$ cat config.mk
export PLATFORM = sky130hd
export DESIGN_NAME = keypad_emulator
export DESIGN_NICKNAME = d
export VERILOG_FILES = /design/src/rtl/keypad_pkg.sv /design/src/rtl/key_fifo.sv /design/src/rtl/keypad_emulator.sv
export SDC_FILE = /design/constraint.sdc
export NUM_CORES = 1
export LEC_CHECK = 0
export CAP_MARGIN = 20
export CELL_PAD_IN_SITES_DETAIL_PLACEMENT = 1
export CELL_PAD_IN_SITES_GLOBAL_PLACEMENT = 2
export CORE_MARGIN = 3
export CORE_UTILIZATION = 35
export CTS_BUF_LIST = sky130_fd_sc_hd__clkbuf_8 sky130_fd_sc_hd__clkbuf_16
export DETAILED_ROUTE_END_ITERATION = 8
export HOLD_SLACK_MARGIN = 0.02
export PLACE_DENSITY_LB_ADDON = 0.1
export SLEW_MARGIN = 10
export SYNTH_ARGS = -nofsm -noshare
export SYNTH_HDL_FRONTEND = slang
export SYNTH_SLANG_ARGS = --single-unit
$ cat constraint.sdc
create_clock -name clk -period 3.65 [get_ports clk]
set_input_delay 0.73 -clock clk [delete_from_list [all_inputs] [get_ports clk]]
set_output_delay 0.73 -clock clk [all_outputs]
set_load 0.005 [all_outputs]
$ cat src/rtl/keypad_pkg.sv
// Shared types and key map for the 4x4 keypad emulator and its scanner bench.
// Build option KEYPAD_EMU_QUEUE_EN (used by keypad_emulator) adds a request FIFO.
package keypad_pkg;

    typedef enum logic [1:0] {IDLE, PRESS, RELEASE} state_e;

    localparam logic [3:0] COL0 = 4'b1000;
    localparam logic [3:0] COL1 = 4'b0100;
    localparam logic [3:0] COL2 = 4'b0010;
    localparam logic [3:0] COL3 = 4'b0001;

    localparam logic [3:0] ROW0 = 4'b1000;
    localparam logic [3:0] ROW1 = 4'b0100;
    localparam logic [3:0] ROW2 = 4'b0010;
    localparam logic [3:0] ROW3 = 4'b0001;

    typedef struct packed {
        logic [3:0] col;
        logic [3:0] row;
    } colrow_t;

    // Scanner code map: which column strobe and row line represent each key.
    function automatic colrow_t key_to_colrow(input logic [3:0] code);
        colrow_t cr;
        case (code)
            4'd1:    cr = '{col: COL0, row: ROW0};
            4'd4:    cr = '{col: COL0, row: ROW1};
            4'd7:    cr = '{col: COL0, row: ROW2};
            4'd14:   cr = '{col: COL0, row: ROW3};
            4'd2:    cr = '{col: COL1, row: ROW0};
            4'd5:    cr = '{col: COL1, row: ROW1};
            4'd8:    cr = '{col: COL1, row: ROW2};
            4'd0:    cr = '{col: COL1, row: ROW3};
            4'd3:    cr = '{col: COL2, row: ROW0};
            4'd6:    cr = '{col: COL2, row: ROW1};
            4'd9:    cr = '{col: COL2, row: ROW2};
            4'd15:   cr = '{col: COL2, row: ROW3};
            4'd10:   cr = '{col: COL3, row: ROW0};
            4'd11:   cr = '{col: COL3, row: ROW1};
            4'd12:   cr = '{col: COL3, row: ROW2};
            default: cr = '{col: COL3, row: ROW3};
        endcase
        return cr;
    endfunction

endpackage

$ cat src/rtl/key_fifo.sv
// 4-entry request FIFO for keypad_emulator; only compiled when KEYPAD_EMU_QUEUE_EN is defined.
`ifdef KEYPAD_EMU_QUEUE_EN
module key_fifo
    import keypad_pkg::*;
#(
    parameter int W = 4
) (
    input  logic         clk,
    input  logic         rst_n,
    input  logic         push_i,
    input  logic [W-1:0] din_i,
    input  logic         pop_i,
    output logic [W-1:0] dout_o,
    output logic         full_o,
    output logic         empty_o
);

    localparam int DEPTH = 4;

    logic [DEPTH-1:0][W-1:0] mem_q;
    logic [1:0]              wp_q, rp_q;
    logic [2:0]              cnt_q;
    logic                    do_push, do_pop;

    assign empty_o = (cnt_q == 3'd0);
    assign full_o  = (cnt_q == 3'd4);
    assign dout_o  = mem_q[rp_q];
    assign do_pop  = pop_i && !empty_o;
    // A pop in the same cycle frees the slot, so a full FIFO may still take a push.
    assign do_push = push_i && (!full_o || do_pop);

    always_ff @(posedge clk or negedge rst_n) begin
        if (!rst_n) begin
            mem_q <= '0;
            wp_q  <= '0;
            rp_q  <= '0;
            cnt_q <= '0;
        end else begin
            if (do_push) begin
                mem_q[wp_q] <= din_i;
                wp_q        <= wp_q + 2'd1;
            end
            if (do_pop) rp_q <= rp_q + 2'd1;
            case ({do_push, do_pop})
                2'b10:   cnt_q <= cnt_q + 3'd1;
                2'b01:   cnt_q <= cnt_q - 3'd1;
                default: cnt_q <= cnt_q;
            endcase
        end
    end

endmodule
`endif

$ cat src/rtl/keypad_emulator.sv
// Far-end 4x4 keypad model: answers column strobes on the row lines for a requested key.
// KEYPAD_EMU_QUEUE_EN defined puts a 4-deep request FIFO in front of the state machine.
module keypad_emulator
    import keypad_pkg::*;
#(
    parameter int HOLD_SCANS = 2,
    parameter int GAP_SCANS  = 2,
    parameter int CNT_W      = 8
) (
    input  logic       clk,
    input  logic       rst_n,
    input  logic [3:0] c,
    output logic [3:0] r,
    input  logic       key_valid,
    input  logic [3:0] key_code,
    output logic       key_ready,
    output logic       busy,
    output logic       done
);

    localparam logic [CNT_W-1:0] HOLD_MAX = CNT_W'((HOLD_SCANS == 0) ? 1 : HOLD_SCANS);
    localparam logic [CNT_W-1:0] GAP_LIM  = CNT_W'(GAP_SCANS);

    state_e           state_q;
    logic [CNT_W-1:0] cnt_q;
    logic [CNT_W-1:0] cnt_inc;
    logic [3:0]       tcol_q, trow_q;
    logic             done_q;

    logic             req_vld;
    logic [3:0]       req_code;
    logic             req_take;
    colrow_t          req_cr;

`ifdef KEYPAD_EMU_QUEUE_EN
    logic       fifo_full, fifo_empty;
    logic [3:0] fifo_head;

    key_fifo #(.W(4)) u_fifo (
        .clk     (clk),
        .rst_n   (rst_n),
        .push_i  (key_valid && !fifo_full),
        .din_i   (key_code),
        .pop_i   (req_take),
        .dout_o  (fifo_head),
        .full_o  (fifo_full),
        .empty_o (fifo_empty)
    );

    assign key_ready = rst_n && !fifo_full;
    assign req_vld   = !fifo_empty;
    assign req_code  = fifo_head;
`else
    assign key_ready = rst_n && (state_q == IDLE);
    assign req_vld   = key_valid;
    assign req_code  = key_code;
`endif

    assign req_take = (state_q == IDLE) && req_vld;
    assign req_cr   = key_to_colrow(req_code);
    assign cnt_inc  = cnt_q + CNT_W'(1);

    // tcol_q is one-hot, so a zero or multi-bit strobe never matches and never counts.
    assign r    = (state_q == PRESS && c == tcol_q) ? trow_q : 4'b0000;
    assign busy = (state_q != IDLE);
    assign done = done_q;

    always_ff @(posedge clk or negedge rst_n) begin
        if (!rst_n) begin
            state_q <= IDLE;
            cnt_q   <= '0;
            tcol_q  <= '0;
            trow_q  <= '0;
            done_q  <= 1'b0;
        end else begin
            done_q <= 1'b0;
            case (state_q)
                IDLE: begin
                    if (req_take) begin
                        tcol_q  <= req_cr.col;
                        trow_q  <= req_cr.row;
                        cnt_q   <= '0;
                        state_q <= PRESS;
                    end
                end
                PRESS: begin
                    if (c == tcol_q) begin
                        if (cnt_inc == HOLD_MAX) begin
                            cnt_q   <= '0;
                            state_q <= RELEASE;
                        end else begin
                            cnt_q <= cnt_inc;
                        end
                    end
                end
                RELEASE: begin
                    if (GAP_SCANS == 0) begin
                        state_q <= IDLE;
                        done_q  <= 1'b1;
                    end else if (c == COL3) begin
                        if (cnt_inc == GAP_LIM) begin
                            cnt_q   <= '0;
                            state_q <= IDLE;
                            done_q  <= 1'b1;
                        end else begin
                            cnt_q <= cnt_inc;
                        end
                    end
                end
                default: state_q <= IDLE;
            endcase
        end
    end

endmodule

* After elaboration in Yosys (flattened, before gate mapping) *
Memories as Yosys holds them, arrays and structs flattened. A register that Yosys moved wholly into a read port is not among the register bits.
Index checks and enable logic that the tools add are counted.

word-level totals
  output and inout port bits = 7
  ROM bits = 128
  register bits = 11
  memories = 1
  input port bits = 11

cells by class
  add/sub/neg operators = 1
  eq/ne operators = 10
  reductions and logical operators = 10
  muxes and demuxes = 15

memories
  name              words  width  read ports  clocked after memory_dff  write ports  RTL line          RTL
  (name not given)  16     8      1           1                         0            keypad_pkg.sv:25  case (code)

operators with widths
  kind                   count
  $mux W8                4
  $pmux W8 S3            1
  $mux W2                5
  $add A8 B1 Y8 const B  1
  $eq A8 B2 Y1 const B   1
  $ne A2 B2 Y1 const B   3
  $pmux W2 S3            1
  $reduce_and A5 Y1      1
  $eq A4 B1 Y1 const B   1
  $eq A4 B4 Y1           1
  $mux W4                1
  $ne A2 B1 Y1 const B   2
  $reduce_and A4 Y1      1
  $logic_and A1 B1 Y1    3
  $mux W1                3
  $reduce_bool A3 Y1     1
  $eq A2 B1 Y1 const B   1
  $eq A2 B2 Y1 const B   1
  $logic_not A2 Y1       1
  $reduce_and A2 Y1      1
  $reduce_bool A2 Y1     1
  $logic_not A1 Y1       1

* Longest topological paths before layout *
Gate-level depths: netlist of run 1.

  depth in word-level cells = 5
  gate-level depth with buffers = 7
  mapped depth without buffers = 7

* Worst setup path before layout of run 1 *
No wires, ideal clock.

  kind = in2out
  from = input port c[3]
  to = output port r[0]
  stages = 3
  required time = 2920 ps
  setup slack = 1432 ps
  arrival time = 1488 ps
  path through = xor2_1 > nor4_1 > and3_1

on the way
  cells in the longest elaborated chain, start to end = 3

ends and longest elaborated chain
  element              RTL line               RTL
  from (decl)          keypad_emulator.sv:12  input logic [3:0] c,
  $eq A4 B4 Y1         keypad_emulator.sv:64  assign r = (state_q == PRESS && c == tcol_q) ? trow_q : 4'b0000;
  $logic_and A1 B1 Y1  keypad_emulator.sv:64
  $mux W4              keypad_emulator.sv:64
  to (decl)            keypad_emulator.sv:13  output logic [3:0] r,

No other way between the ends.

* Worst setup path after layout of run 1 *
  from = input port c[2]
  to = output port r[1]

Same word-level chain as after synthesis.

==> metrics.txt, run 1 <==
# TYPE chip_impl_metric gauge
chip_impl_metric{name="largest_fanout_on_the_critical_path",unit=""} 4
chip_impl_metric{name="number_of_enable_type_register_cells_in_the_synthesized_netlist",unit=""} 0
chip_impl_info{name="netlist_top_cells_area",value="dfrtp_1 (35%), ha_1 (8.2%), o21ai_0 (5.1%)"} 1
chip_impl_metric{name="dpl.hpwl",unit="um"} 2470
chip_impl_metric{name="fin_area",unit="um2"} 1620
chip_impl_metric{name="synthesis.instances",unit=""} 157
chip_impl_metric{name="required",unit="ns"} 2.92
chip_impl_metric{name="drc",unit=""} 0
chip_impl_metric{name="worst_hold_slack",unit="ns"} 0.480
chip_impl_metric{name="yosysSeqAreaShare",unit=""} 0.348
chip_impl_metric{name="final_weighted_congestion_of_routability_driven_global_placement",unit=""} 0.702
chip_impl_metric{name="post_drt_wl_per_cell",unit="um"} 14.0
chip_impl_metric{name="finalCritPeriodShare",unit=""} 0.888
chip_impl_metric{name="initial_util",unit=""} 0.368
chip_impl_info{name="worstSetupStartpointType",value="input port"} 1
chip_impl_metric{name="design.core.area",unit="um2"} 3720
chip_impl_metric{name="num_ports",unit=""} 18
chip_impl_metric{name="timing.final.max_slew_violations",unit=""} 0
chip_impl_metric{name="synth.mux.area_fraction",unit=""} 0.0156
chip_impl_metric{name="cts_setup_buffers",unit=""} 0
chip_impl_info{name="rsz0062_at_grt",value="no"} 1
chip_impl_metric{name="vias",unit=""} 1159
chip_impl_metric{name="design.die.area",unit="um2"} 4690
chip_impl_metric{name="yosys.area_share.xor_xnor",unit=""} 0.0513
chip_impl_metric{name="dpl_worst_slack",unit="ns"} 0.364
chip_impl_metric{name="synth_area_per_cell",unit="um2"} 8.70
chip_impl_metric{name="clk_latency",unit="ns"} 0.26
chip_impl_info{name="worstHoldPathType",value="register to register"} 1
chip_impl_metric{name="clock.fmax",unit="MHz"} 309
chip_impl_metric{name="ys_ff_latch",unit=""} 19
chip_impl_info{name="synth_top_cells_by_count",value="dfrtp_1 (19), nand2_1 (18), o21ai_0 (14)"} 1
chip_impl_metric{name="finalHoldViolations",unit=""} 0
chip_impl_info{name="path_class",value="input port to output pin"} 1
chip_impl_metric{name="drtIter0Drc",unit=""} 19
chip_impl_metric{name="synthAdderAreaFrac",unit=""} 0.0824
chip_impl_metric{name="cellPowerDensity",unit="nW/um2"} 586
chip_impl_metric{name="layout_min_cycle_time",unit="ns"} 3.24
chip_impl_metric{name="final.setup.tns",unit="ns"} 0
chip_impl_metric{name="vdd.ir_drop.worst",unit="V"} 0.000241
chip_impl_metric{name="placementRows",unit=""} 22
chip_impl_metric{name="yosys_warnings",unit=""} 0
chip_impl_metric{name="fin_ws",unit="ns"} 0.410
chip_impl_metric{name="grt_antenna_before_repair",unit=""} 0
chip_impl_info{name="critPathCaptureType",value="output pin"} 1
chip_impl_metric{name="ant_nets",unit=""} 0
chip_impl_metric{name="postPlaceCellArea",unit="um2"} 1580
chip_impl_metric{name="setup_violations_final",unit=""} 0
chip_impl_info{name="synth_area_leader_cell",value="dfrtp_1"} 1
chip_impl_metric{name="grt_remaining_overflow",unit=""} 0
chip_impl_metric{name="dieWidth",unit="um"} 68.5
chip_impl_metric{name="synthesis.nets",unit=""} 177
chip_impl_metric{name="post_route_wl",unit="um"} 3080
chip_impl_metric{name="synth_largest_type_area_fraction",unit=""} 0.348
chip_impl_info{name="status",value="complete, no violations"} 1
chip_impl_metric{name="tightestPinTransition",unit="ns"} 0.481
chip_impl_metric{name="ctsLongestPathBuffers",unit=""} 2
chip_impl_metric{name="post_cts_gate_resize_count",unit=""} 0
chip_impl_metric{name="die_height",unit="um"} 68.5
chip_impl_metric{name="grt_max_degree",unit=""} 20
chip_impl_metric{name="netlist-cell-type-count",unit=""} 43
chip_impl_metric{name="worst_ep_arrival_time",unit="ns"} 2.51
chip_impl_info{name="tritoncts",value="done"} 1
chip_impl_metric{name="iteration_count_of_the_initial_detailed_routing_pass",unit=""} 4
chip_impl_metric{name="grt.total_usage",unit=""} 0.149
chip_impl_metric{name="timing.clock.skew",unit="ns"} 0.00596
chip_impl_metric{name="area_fraction_in_compound_gates_after_synthesis",unit=""} 0.228
chip_impl_metric{name="global_route_wire_length_before_repair",unit="um"} 5300
chip_impl_info{name="cell_at_the_root_of_the_clock_tree",value="clkbuf_8"} 1
chip_impl_metric{name="worst_slew_margin_rel",unit=""} 0.678
chip_impl_metric{name="first_global_vias",unit=""} 1195
chip_impl_metric{name="async_flop_share",unit=""} 1.00
chip_impl_metric{name="leakage_dissipation",unit="nW"} 0.708
chip_impl_metric{name="post_synth_instance_area",unit="um2"} 1370
chip_impl_metric{name="avgViaCountPerCell",unit=""} 5.27
chip_impl_info{name="synth_top_flop_cell",value="dfrtp_1"} 1
chip_impl_metric{name="cts-buffers-inserted",unit=""} 3
chip_impl_metric{name="cts_hold_buf",unit=""} 0
chip_impl_metric{name="synthSimpleGateAreaFrac",unit=""} 0.223
chip_impl_metric{name="reg2reg_setup_slack",unit="ns"} 1.48
chip_impl_metric{name="cap_violations",unit=""} 0
chip_impl_info{name="yosysMostFrequentCell",value="dfrtp_1"} 1
chip_impl_metric{name="htreeDepth",unit=""} 1
chip_impl_metric{name="drive_above_1_share",unit=""} 0.0814
chip_impl_info{name="synth_top_family_by_area",value="compound AO/OA/AOI/OAI gates"} 1
chip_impl_metric{name="placement.io_buffers",unit=""} 17
chip_impl_metric{name="tritoncts_num_sinks",unit=""} 19
chip_impl_metric{name="syn2layout_area_growth",unit="%"} 18.6
chip_impl_metric{name="antennaDiodeCount",unit=""} 0
chip_impl_metric{name="nNetsFinal",unit=""} 193
chip_impl_metric{name="clock_pin_slew_reported_for_the_worst_setup_and_hold_paths_after_clock_tree_synthesis",unit="ns"} 0.07
-- layout make-up --
type | count | area, um2
sequential | 19 | 475
tap | 48 | 60.1
clock inverter | 1 | 3.75
multi-input combinational | 121 | 821
clock buffer | 3 | 41.3
timing repair buffer | 19 | 185
fill | 441 | 2100
inverter | 9 | 33.8
-- state kept, by name (all words and copies together) (netlist names) --
name / count
cnt_q: 8
tcol_q: 4
trow_q: 4
state_q: 2
done: 1
-- worst max-delay path: stages --
cell and delay, ns:
clkdlybuf4s50_1 0.45, xor2_1 0.19, nor4_1 0.30, buf_4 0.18
and3_1 0.16, clkdlybuf4s50_1 0.50
-- routing by layer --
layer | routed length, um | global-route usage | vias to the layer above
met5 | 0 | 0 | -
met1 | 1380 | 0.174 | 562
met3 | 57 | 0.0246 | 5
met2 | 1610 | 0.274 | 8
li1 | - | - | 584
met4 | 36 | 0.0447 | 0
-- metrics by stage --
step / util / std cells / total power, mW
3_5_place_dp: 0.424 / 216 / 0.817
2_1_floorplan: - / 157 / 0.673
3_3_place_gp: 0.424 / 216 / 0.803
4_1_cts: 0.436 / 220 / 0.965
5_1_grt: 0.436 / 220 / 1.04
6_report: 0.436 / 220 / 0.950
-- layout by cell type, fill, tap and decap left out, drive strengths merged, types with 3 or more instances in the layout --
| cell | synthesis | layout |
|---|---|---|
| and2 | 4 | 4 |
| a21oi | 7 | 7 |
| ha | 9 | 9 |
| clkdlybuf4s50 | 0 | 17 |
| dfrtp | 19 | 19 |
| nor2 | 10 | 10 |
| clkbuf | 4 | 3 |
| a21o | 4 | 4 |
| xnor2 | 3 | 3 |
| nand2b | 3 | 3 |
| xor2 | 5 | 5 |
| o31ai | 6 | 6 |
| nand2 | 19 | 19 |
| and3 | 6 | 6 |
| o21ai | 15 | 15 |
| nand3 | 6 | 6 |
| inv | 9 | 10 |
-- cell families after synthesis --
kind of cell,after synthesis
AND/OR/NAND/NOR,59
AO/OA/AOI/OAI,43
XOR/XNOR,8
multiplexers,2
adder cells (fa/ha/maj),9
flip-flops,19
buffers and inverters,17
-- where the power goes --
part	internal, mW	switching (mW)	total, mW
Clock	0.0748	0.0697	0.145
Sequential	0.274	0.0496	0.324
Combinational	0.206	0.276	0.482
Total	0.555	0.395	0.950
-- path summary, 6_finish.rpt --
kind | start | to | cells past startpoint
min in group asynchronous | rst_n | cnt_q[0] | 2
max in group asynchronous | rst_n | trow_q[2] | 2
min | trow_q[0] | trow_q[0] | 2
max reg2reg | cnt_q[0] | cnt_q[1] | 7
min reg2reg | trow_q[0] | trow_q[0] | 2
max | c[2] | r[1] | 6
(Power assumes the default switching activity.)
==> run 2, diff against run 1 <==
--- a/config.mk
+++ b/config.mk
@@ -8,7 +8,6 @@
 export CAP_MARGIN = 20
 export CELL_PAD_IN_SITES_DETAIL_PLACEMENT = 1
 export CELL_PAD_IN_SITES_GLOBAL_PLACEMENT = 2
-export CORE_MARGIN = 3
 export CORE_UTILIZATION = 35
 export CTS_BUF_LIST = sky130_fd_sc_hd__clkbuf_8 sky130_fd_sc_hd__clkbuf_16
 export DETAILED_ROUTE_END_ITERATION = 8
==> metrics.txt, run 2 (synthesized netlist as in run 1, its figures left out) <==
# TYPE chip_impl_metric gauge
chip_impl_metric{name="grt_remaining_overflow",unit=""} 0
chip_impl_metric{name="clockPowerShare",unit=""} 0.150
chip_impl_metric{name="timing.clock.skew",unit="ns"} 0.00450
chip_impl_metric{name="final_core_util",unit=""} 0.436
chip_impl_metric{name="final_weighted_congestion_of_routability_driven_global_placement",unit=""} 0.725
chip_impl_metric{name="clock.fmax",unit="MHz"} 311
chip_impl_metric{name="dpl.hpwl",unit="um"} 2570
chip_impl_metric{name="cts-buffers-inserted",unit=""} 3
chip_impl_metric{name="vias",unit=""} 1166
chip_impl_metric{name="worst_r2r_path_cells",unit=""} 7
chip_impl_metric{name="tritoncts_num_sinks",unit=""} 19
chip_impl_metric{name="design_power_total",unit="mW"} 0.966
chip_impl_metric{name="seqPwrFrac",unit=""} 0.337
chip_impl_info{name="critPathCaptureType",value="output pin"} 1
chip_impl_metric{name="switching_share",unit=""} 0.424
chip_impl_metric{name="ctsLongestPathBuffers",unit=""} 2
chip_impl_metric{name="avgViaCountPerCell",unit=""} 5.30
chip_impl_metric{name="syn2layout_area_growth",unit="%"} 18.6
chip_impl_metric{name="timing.final.max_slew_violations",unit=""} 0
chip_impl_metric{name="dieWidth",unit="um"} 64.5
chip_impl_metric{name="placementRows",unit=""} 22
chip_impl_metric{name="fin_ws",unit="ns"} 0.430
chip_impl_metric{name="postPlaceCellArea",unit="um2"} 1580
chip_impl_info{name="max_flop_register",value="cnt_q"} 1
chip_impl_info{name="cell_at_the_root_of_the_clock_tree",value="clkbuf_8"} 1
chip_impl_info{name="worstSetupStartpointType",value="input port"} 1
chip_impl_metric{name="post_route_wl",unit="um"} 3300
chip_impl_metric{name="initial_util",unit=""} 0.368
chip_impl_metric{name="hold_path_depth",unit=""} 2
chip_impl_metric{name="power_report.internal_total",unit="mW"} 0.556
chip_impl_metric{name="design.die.area",unit="um2"} 4160
chip_impl_metric{name="flip_flop_count_of_the_largest_register_after_layout",unit=""} 8
chip_impl_metric{name="cts_hold_buf",unit=""} 0
chip_impl_metric{name="drive_above_1_share",unit=""} 0.0814
chip_impl_metric{name="largest_fanout_on_the_critical_path",unit=""} 4
chip_impl_metric{name="comb_power_share",unit=""} 0.513
chip_impl_metric{name="placement.io_buffers",unit=""} 17
chip_impl_info{name="worstHoldPathType",value="register to register"} 1
chip_impl_metric{name="tightestPinTransition",unit="ns"} 0.480
chip_impl_metric{name="die_height",unit="um"} 64.5
chip_impl_metric{name="finalCritPeriodShare",unit=""} 0.882
chip_impl_metric{name="worst_slew_margin_rel",unit=""} 0.679
chip_impl_metric{name="cap_violations",unit=""} 0
chip_impl_metric{name="dpl_worst_slack",unit="ns"} 0.397
chip_impl_info{name="layout_commonest_cell",value="dfrtp_1"} 1
chip_impl_metric{name="htreeDepth",unit=""} 1
chip_impl_metric{name="cellPowerDensity",unit="nW/um2"} 596
chip_impl_metric{name="post_cts_gate_resize_count",unit=""} 0
chip_impl_info{name="layout_common_cells",value="dfrtp_1 (19), nand2_1 (18), clkdlybuf4s50_1 (17), o21ai_0 (14)"} 1
chip_impl_metric{name="num_ports",unit=""} 18
chip_impl_metric{name="worst_hold_slack",unit="ns"} 0.482
chip_impl_metric{name="grt_antenna_before_repair",unit=""} 0
chip_impl_metric{name="layout_min_cycle_time",unit="ns"} 3.22
chip_impl_metric{name="first_global_vias",unit=""} 1285
chip_impl_metric{name="worst_ep_arrival_time",unit="ns"} 2.49
chip_impl_metric{name="grt.total_usage",unit=""} 0.188
chip_impl_metric{name="finalHoldViolations",unit=""} 0
chip_impl_metric{name="leakage_dissipation",unit="nW"} 0.708
chip_impl_metric{name="finalNonFillerCells",unit=""} 220
chip_impl_metric{name="cts_setup_buffers",unit=""} 0
chip_impl_info{name="top_regs",value="cnt_q (8), tcol_q (4), trow_q (4)"} 1
chip_impl_metric{name="design.core.area",unit="um2"} 3720
chip_impl_metric{name="global_route_wire_length_before_repair",unit="um"} 6070
chip_impl_metric{name="placedCellCount",unit=""} 216
chip_impl_info{name="rsz0062_at_grt",value="no"} 1
chip_impl_metric{name="antennaDiodeCount",unit=""} 0
chip_impl_metric{name="clock_pin_slew_reported_for_the_worst_setup_and_hold_paths_after_clock_tree_synthesis",unit="ns"} 0.07
chip_impl_metric{name="nNetsFinal",unit=""} 193
chip_impl_metric{name="drtIter0Drc",unit=""} 25
chip_impl_info{name="path_class",value="input port to output pin"} 1
chip_impl_metric{name="clk_latency",unit="ns"} 0.25
chip_impl_metric{name="net-switching-power",unit="mW"} 0.409
chip_impl_metric{name="ant_nets",unit=""} 0
chip_impl_metric{name="drc",unit=""} 0
chip_impl_metric{name="setup_violations_final",unit=""} 0
chip_impl_metric{name="fin_area",unit="um2"} 1620
chip_impl_info{name="status",value="complete, no violations"} 1
chip_impl_metric{name="grt_max_degree",unit=""} 20
chip_impl_metric{name="final.setup.tns",unit="ns"} 0
chip_impl_metric{name="required",unit="ns"} 2.92
chip_impl_metric{name="vdd.ir_drop.worst",unit="V"} 0.000255
chip_impl_metric{name="iteration_count_of_the_initial_detailed_routing_pass",unit=""} 4
chip_impl_info{name="tritoncts",value="done"} 1
chip_impl_metric{name="post_drt_wl_per_cell",unit="um"} 15.0
## run 2: worst max-delay path: stages
cell,delay [ns]
clkdlybuf4s50_1,0.45
xor2_1,0.19
nor4_1,0.29
buf_4,0.17
and3_1,0.16
clkdlybuf4s50_1,0.50
## run 2: worst paths after layout
check                      startpoint          to  slack [ns]
setup / recovery                 c[3]        r[1]        0.43
hold / removal              trow_q[0]   trow_q[0]        0.48
setup reg to reg             cnt_q[0]    cnt_q[1]        1.47
hold reg to reg             trow_q[0]   trow_q[0]        0.48
max in group asynchronous       rst_n  state_q[0]        2.58
min in group asynchronous       rst_n   tcol_q[2]        0.86
## run 2: final cells by class
| class | count | area [um2] |
|---|---|---|
| clock buffer | 3 | 41.3 |
| clock inverter | 1 | 3.75 |
| fill | 449 | 2100 |
| inverter | 9 | 33.8 |
| multi-input combinational | 121 | 821 |
| sequential | 19 | 475 |
| tap | 48 | 60.1 |
| timing repair buffer | 19 | 185 |
## run 2: power by group through the flow
| stage | registers, mW | logic [mW] | clock network [mW] |
|---|---|---|---|
| 3_3_place_gp | 0.327 | 0.475 | 0 |
| 2_1_floorplan | 0.308 | 0.364 | 0 |
| 5_1_grt | 0.336 | 0.568 | 0.161 |
| 3_5_place_dp | 0.330 | 0.496 | 0 |
| 6_report | 0.325 | 0.496 | 0.145 |
| 4_1_cts | 0.325 | 0.505 | 0.149 |
## run 2: routing by layer
metal,global-route usage,share of wire,wire [um]
met5,0,0,0
met4,0.0667,0.014,46
met3,0.0264,0.018,60
met2,0.354,0.52,1730
met1,0.214,0.44,1470
==> run 3, diff against run 2 <==
--- a/config.mk
+++ b/config.mk
@@ -12,7 +12,7 @@
 export CTS_BUF_LIST = sky130_fd_sc_hd__clkbuf_8 sky130_fd_sc_hd__clkbuf_16
 export DETAILED_ROUTE_END_ITERATION = 8
 export HOLD_SLACK_MARGIN = 0.02
-export PLACE_DENSITY_LB_ADDON = 0.1
+export PLACE_DENSITY = 0.83
 export SLEW_MARGIN = 10
 export SYNTH_ARGS = -nofsm -noshare
 export SYNTH_HDL_FRONTEND = slang
==> metrics.txt, run 3 (synthesized netlist as in run 1, its figures left out) <==
# TYPE chip_impl_metric gauge
chip_impl_metric{name="clock_pin_slew_reported_for_the_worst_setup_and_hold_paths_after_clock_tree_synthesis",unit="ns"} 0.08
chip_impl_metric{name="post_drt_wl_per_cell",unit="um"} 14.6
chip_impl_info{name="crit_path_top_delay_cell",value="clkdlybuf4s50_1"} 1
chip_impl_metric{name="final.setup.tns",unit="ns"} 0
chip_impl_metric{name="first_global_vias",unit=""} 1239
chip_impl_info{name="cp_cell_sequence",value="clkdlybuf4s50_1 -> xor2_1 -> nor4_1 -> buf_4 -> and3_1 -> clkdlybuf4s50_1"} 1
chip_impl_metric{name="design.core.area",unit="um2"} 3720
chip_impl_metric{name="critical_path_buf_inv_count",unit=""} 3
chip_impl_metric{name="final_weighted_congestion_of_routability_driven_global_placement",unit=""} 0.781
chip_impl_metric{name="cellPowerDensity",unit="nW/um2"} 594
chip_impl_metric{name="finalCritPeriodShare",unit=""} 0.892
chip_impl_info{name="critPathCaptureType",value="output pin"} 1
chip_impl_metric{name="drive_above_1_share",unit=""} 0.0814
chip_impl_metric{name="tightestPinTransition",unit="ns"} 0.500
chip_impl_info{name="cp_top_family",value="buffers and inverters"} 1
chip_impl_metric{name="finalNonFillerCells",unit=""} 220
chip_impl_metric{name="design_power_total",unit="mW"} 0.962
chip_impl_metric{name="vdd.ir_drop.worst",unit="V"} 0.000171
chip_impl_metric{name="grt_antenna_before_repair",unit=""} 0
chip_impl_metric{name="switching_share",unit=""} 0.423
chip_impl_metric{name="leakage_dissipation",unit="nW"} 0.708
chip_impl_metric{name="grt_max_degree",unit=""} 20
chip_impl_metric{name="syn2layout_area_growth",unit="%"} 18.6
chip_impl_metric{name="critical-path-max-stage-delay",unit="ns"} 0.50
chip_impl_metric{name="initial_util",unit=""} 0.368
chip_impl_metric{name="drtIter0Drc",unit=""} 23
chip_impl_metric{name="dpl.hpwl",unit="um"} 2520
chip_impl_metric{name="cts_setup_buffers",unit=""} 0
chip_impl_metric{name="fillerInstances",unit=""} 468
chip_impl_info{name="max_flop_register",value="cnt_q"} 1
chip_impl_metric{name="grt.total_usage",unit=""} 0.173
chip_impl_metric{name="drc",unit=""} 0
chip_impl_metric{name="clockPowerShare",unit=""} 0.153
chip_impl_metric{name="placementRows",unit=""} 22
chip_impl_metric{name="cap_violations",unit=""} 0
chip_impl_metric{name="num_ports",unit=""} 18
chip_impl_info{name="worstSetupStartpointType",value="input port"} 1
chip_impl_metric{name="placement.io_buffers",unit=""} 17
chip_impl_metric{name="global_route_wire_length_before_repair",unit="um"} 5620
chip_impl_metric{name="tritoncts_num_sinks",unit=""} 19
chip_impl_metric{name="dieWidth",unit="um"} 64.5
chip_impl_metric{name="seqPwrFrac",unit=""} 0.339
chip_impl_metric{name="comb_power_share",unit=""} 0.508
chip_impl_metric{name="post_route_wl",unit="um"} 3220
chip_impl_metric{name="placedCellCount",unit=""} 216
chip_impl_metric{name="post_cts_gate_resize_count",unit=""} 0
chip_impl_metric{name="largest_fanout_on_the_critical_path",unit=""} 4
chip_impl_metric{name="net-switching-power",unit="mW"} 0.407
chip_impl_metric{name="timing.clock.skew",unit="ns"} 0.00335
chip_impl_metric{name="grt_remaining_overflow",unit=""} 0
chip_impl_metric{name="ctsLongestPathBuffers",unit=""} 2
chip_impl_info{name="rsz0062_at_grt",value="no"} 1
chip_impl_metric{name="flip_flop_count_of_the_largest_register_after_layout",unit=""} 8
chip_impl_metric{name="nNetsFinal",unit=""} 193
chip_impl_info{name="top_regs",value="cnt_q (8), tcol_q (4), trow_q (4)"} 1
chip_impl_metric{name="timing.final.max_slew_violations",unit=""} 0
chip_impl_metric{name="power_report.internal_total",unit="mW"} 0.555
chip_impl_info{name="path_class",value="input port to output pin"} 1
chip_impl_metric{name="ant_nets",unit=""} 0
chip_impl_metric{name="iteration_count_of_the_initial_detailed_routing_pass",unit=""} 4
chip_impl_metric{name="layout_min_cycle_time",unit="ns"} 3.26
chip_impl_info{name="cell_at_the_root_of_the_clock_tree",value="clkbuf_8"} 1
chip_impl_metric{name="worst_slew_margin_rel",unit=""} 0.666
chip_impl_metric{name="clk_latency",unit="ns"} 0.25
chip_impl_info{name="critPathMostFrequentCell",value="clkdlybuf4s50_1"} 1
chip_impl_metric{name="avgViaCountPerCell",unit=""} 5.27
chip_impl_info{name="status",value="complete, no violations"} 1
chip_impl_metric{name="vias",unit=""} 1159
chip_impl_info{name="layout_commonest_cell",value="dfrtp_1"} 1
chip_impl_info{name="worstHoldPathType",value="register to register"} 1
chip_impl_metric{name="cts_hold_buf",unit=""} 0
chip_impl_metric{name="worst_ep_arrival_time",unit="ns"} 2.53
chip_impl_metric{name="finalHoldViolations",unit=""} 0
chip_impl_metric{name="required",unit="ns"} 2.92
chip_impl_metric{name="setup_violations_final",unit=""} 0
chip_impl_metric{name="clock.fmax",unit="MHz"} 307
chip_impl_metric{name="design.die.area",unit="um2"} 4160
chip_impl_metric{name="cts-buffers-inserted",unit=""} 3
chip_impl_metric{name="die_height",unit="um"} 64.5
chip_impl_info{name="layout_common_cells",value="dfrtp_1 (19), nand2_1 (18), clkdlybuf4s50_1 (17), o21ai_0 (14)"} 1
chip_impl_metric{name="htreeDepth",unit=""} 1
chip_impl_metric{name="antennaDiodeCount",unit=""} 0
chip_impl_info{name="tritoncts",value="done"} 1
[run 3: cell counts in the layout (fill, tap and decap cells not counted)]
Identical to the previous run, type by type.
[run 3: through the flow]
stage | hold slack (ns) | util | setup WS (ns) | instance area, um2
3_5_place_dp | 0.468 | 0.424 | 0.403 | 1580
5_1_grt | 0.523 | 0.436 | 0.324 | 1620
4_1_cts | 0.486 | 0.436 | 0.382 | 1620
3_3_place_gp | 0.473 | 0.424 | 0.446 | 1580
2_1_floorplan | 0.434 | - | 1.43 | 1370
6_report | 0.483 | 0.436 | 0.394 | 1620
[run 3: area by class of cell]
class | count | area [um2] | area share
tap | 48 | 60.1 | 0.0371
multi-input combinational | 121 | 821 | 0.507
clock inverter | 1 | 3.75 | 0.00232
sequential | 19 | 475 | 0.293
clock buffer | 3 | 41.3 | 0.0255
timing repair buffer | 19 | 185 | 0.114
inverter | 9 | 33.8 | 0.0208
[run 3: tightest hold or removal path, stage by stage, from the launching register on]
cell,delay [ns]
dfrtp_1,0.35
nand2_1,0.05
o21ai_0,0.06
[run 3: path summary, 6_finish.rpt]
check	slack, ns	cells after the start	start	endpoint
setup / recovery	0.39	6	c[3]	r[1]
hold / removal	0.48	2	trow_q[2]	trow_q[2]
setup reg to reg	1.43	7	cnt_q[0]	cnt_q[1]
hold reg to reg	0.48	2	trow_q[2]	trow_q[2]
max in group asynchronous	2.60	2	rst_n	cnt_q[1]
min in group asynchronous	0.83	2	rst_n	cnt_q[2]
[run 3: power by group through the flow]
stage / Sequential (mW) / Clock [mW] / Combinational, mW
after floorplan: 0.308 / 0 / 0.364
after global placement: 0.328 / 0 / 0.477
after detailed placement: 0.330 / 0 / 0.495
after CTS: 0.327 / 0.152 / 0.500
after global routing: 0.336 / 0.162 / 0.552
final: 0.326 / 0.147 / 0.489
[run 3: per-layer routing]
metal	vias up	track usage	routed length (um)
met2	13	0.314	1600
met1	560	0.216	1540
met3	2	0.0158	50
met4	0	0.0500	27
li1	584	-	-
met5	-	0	0
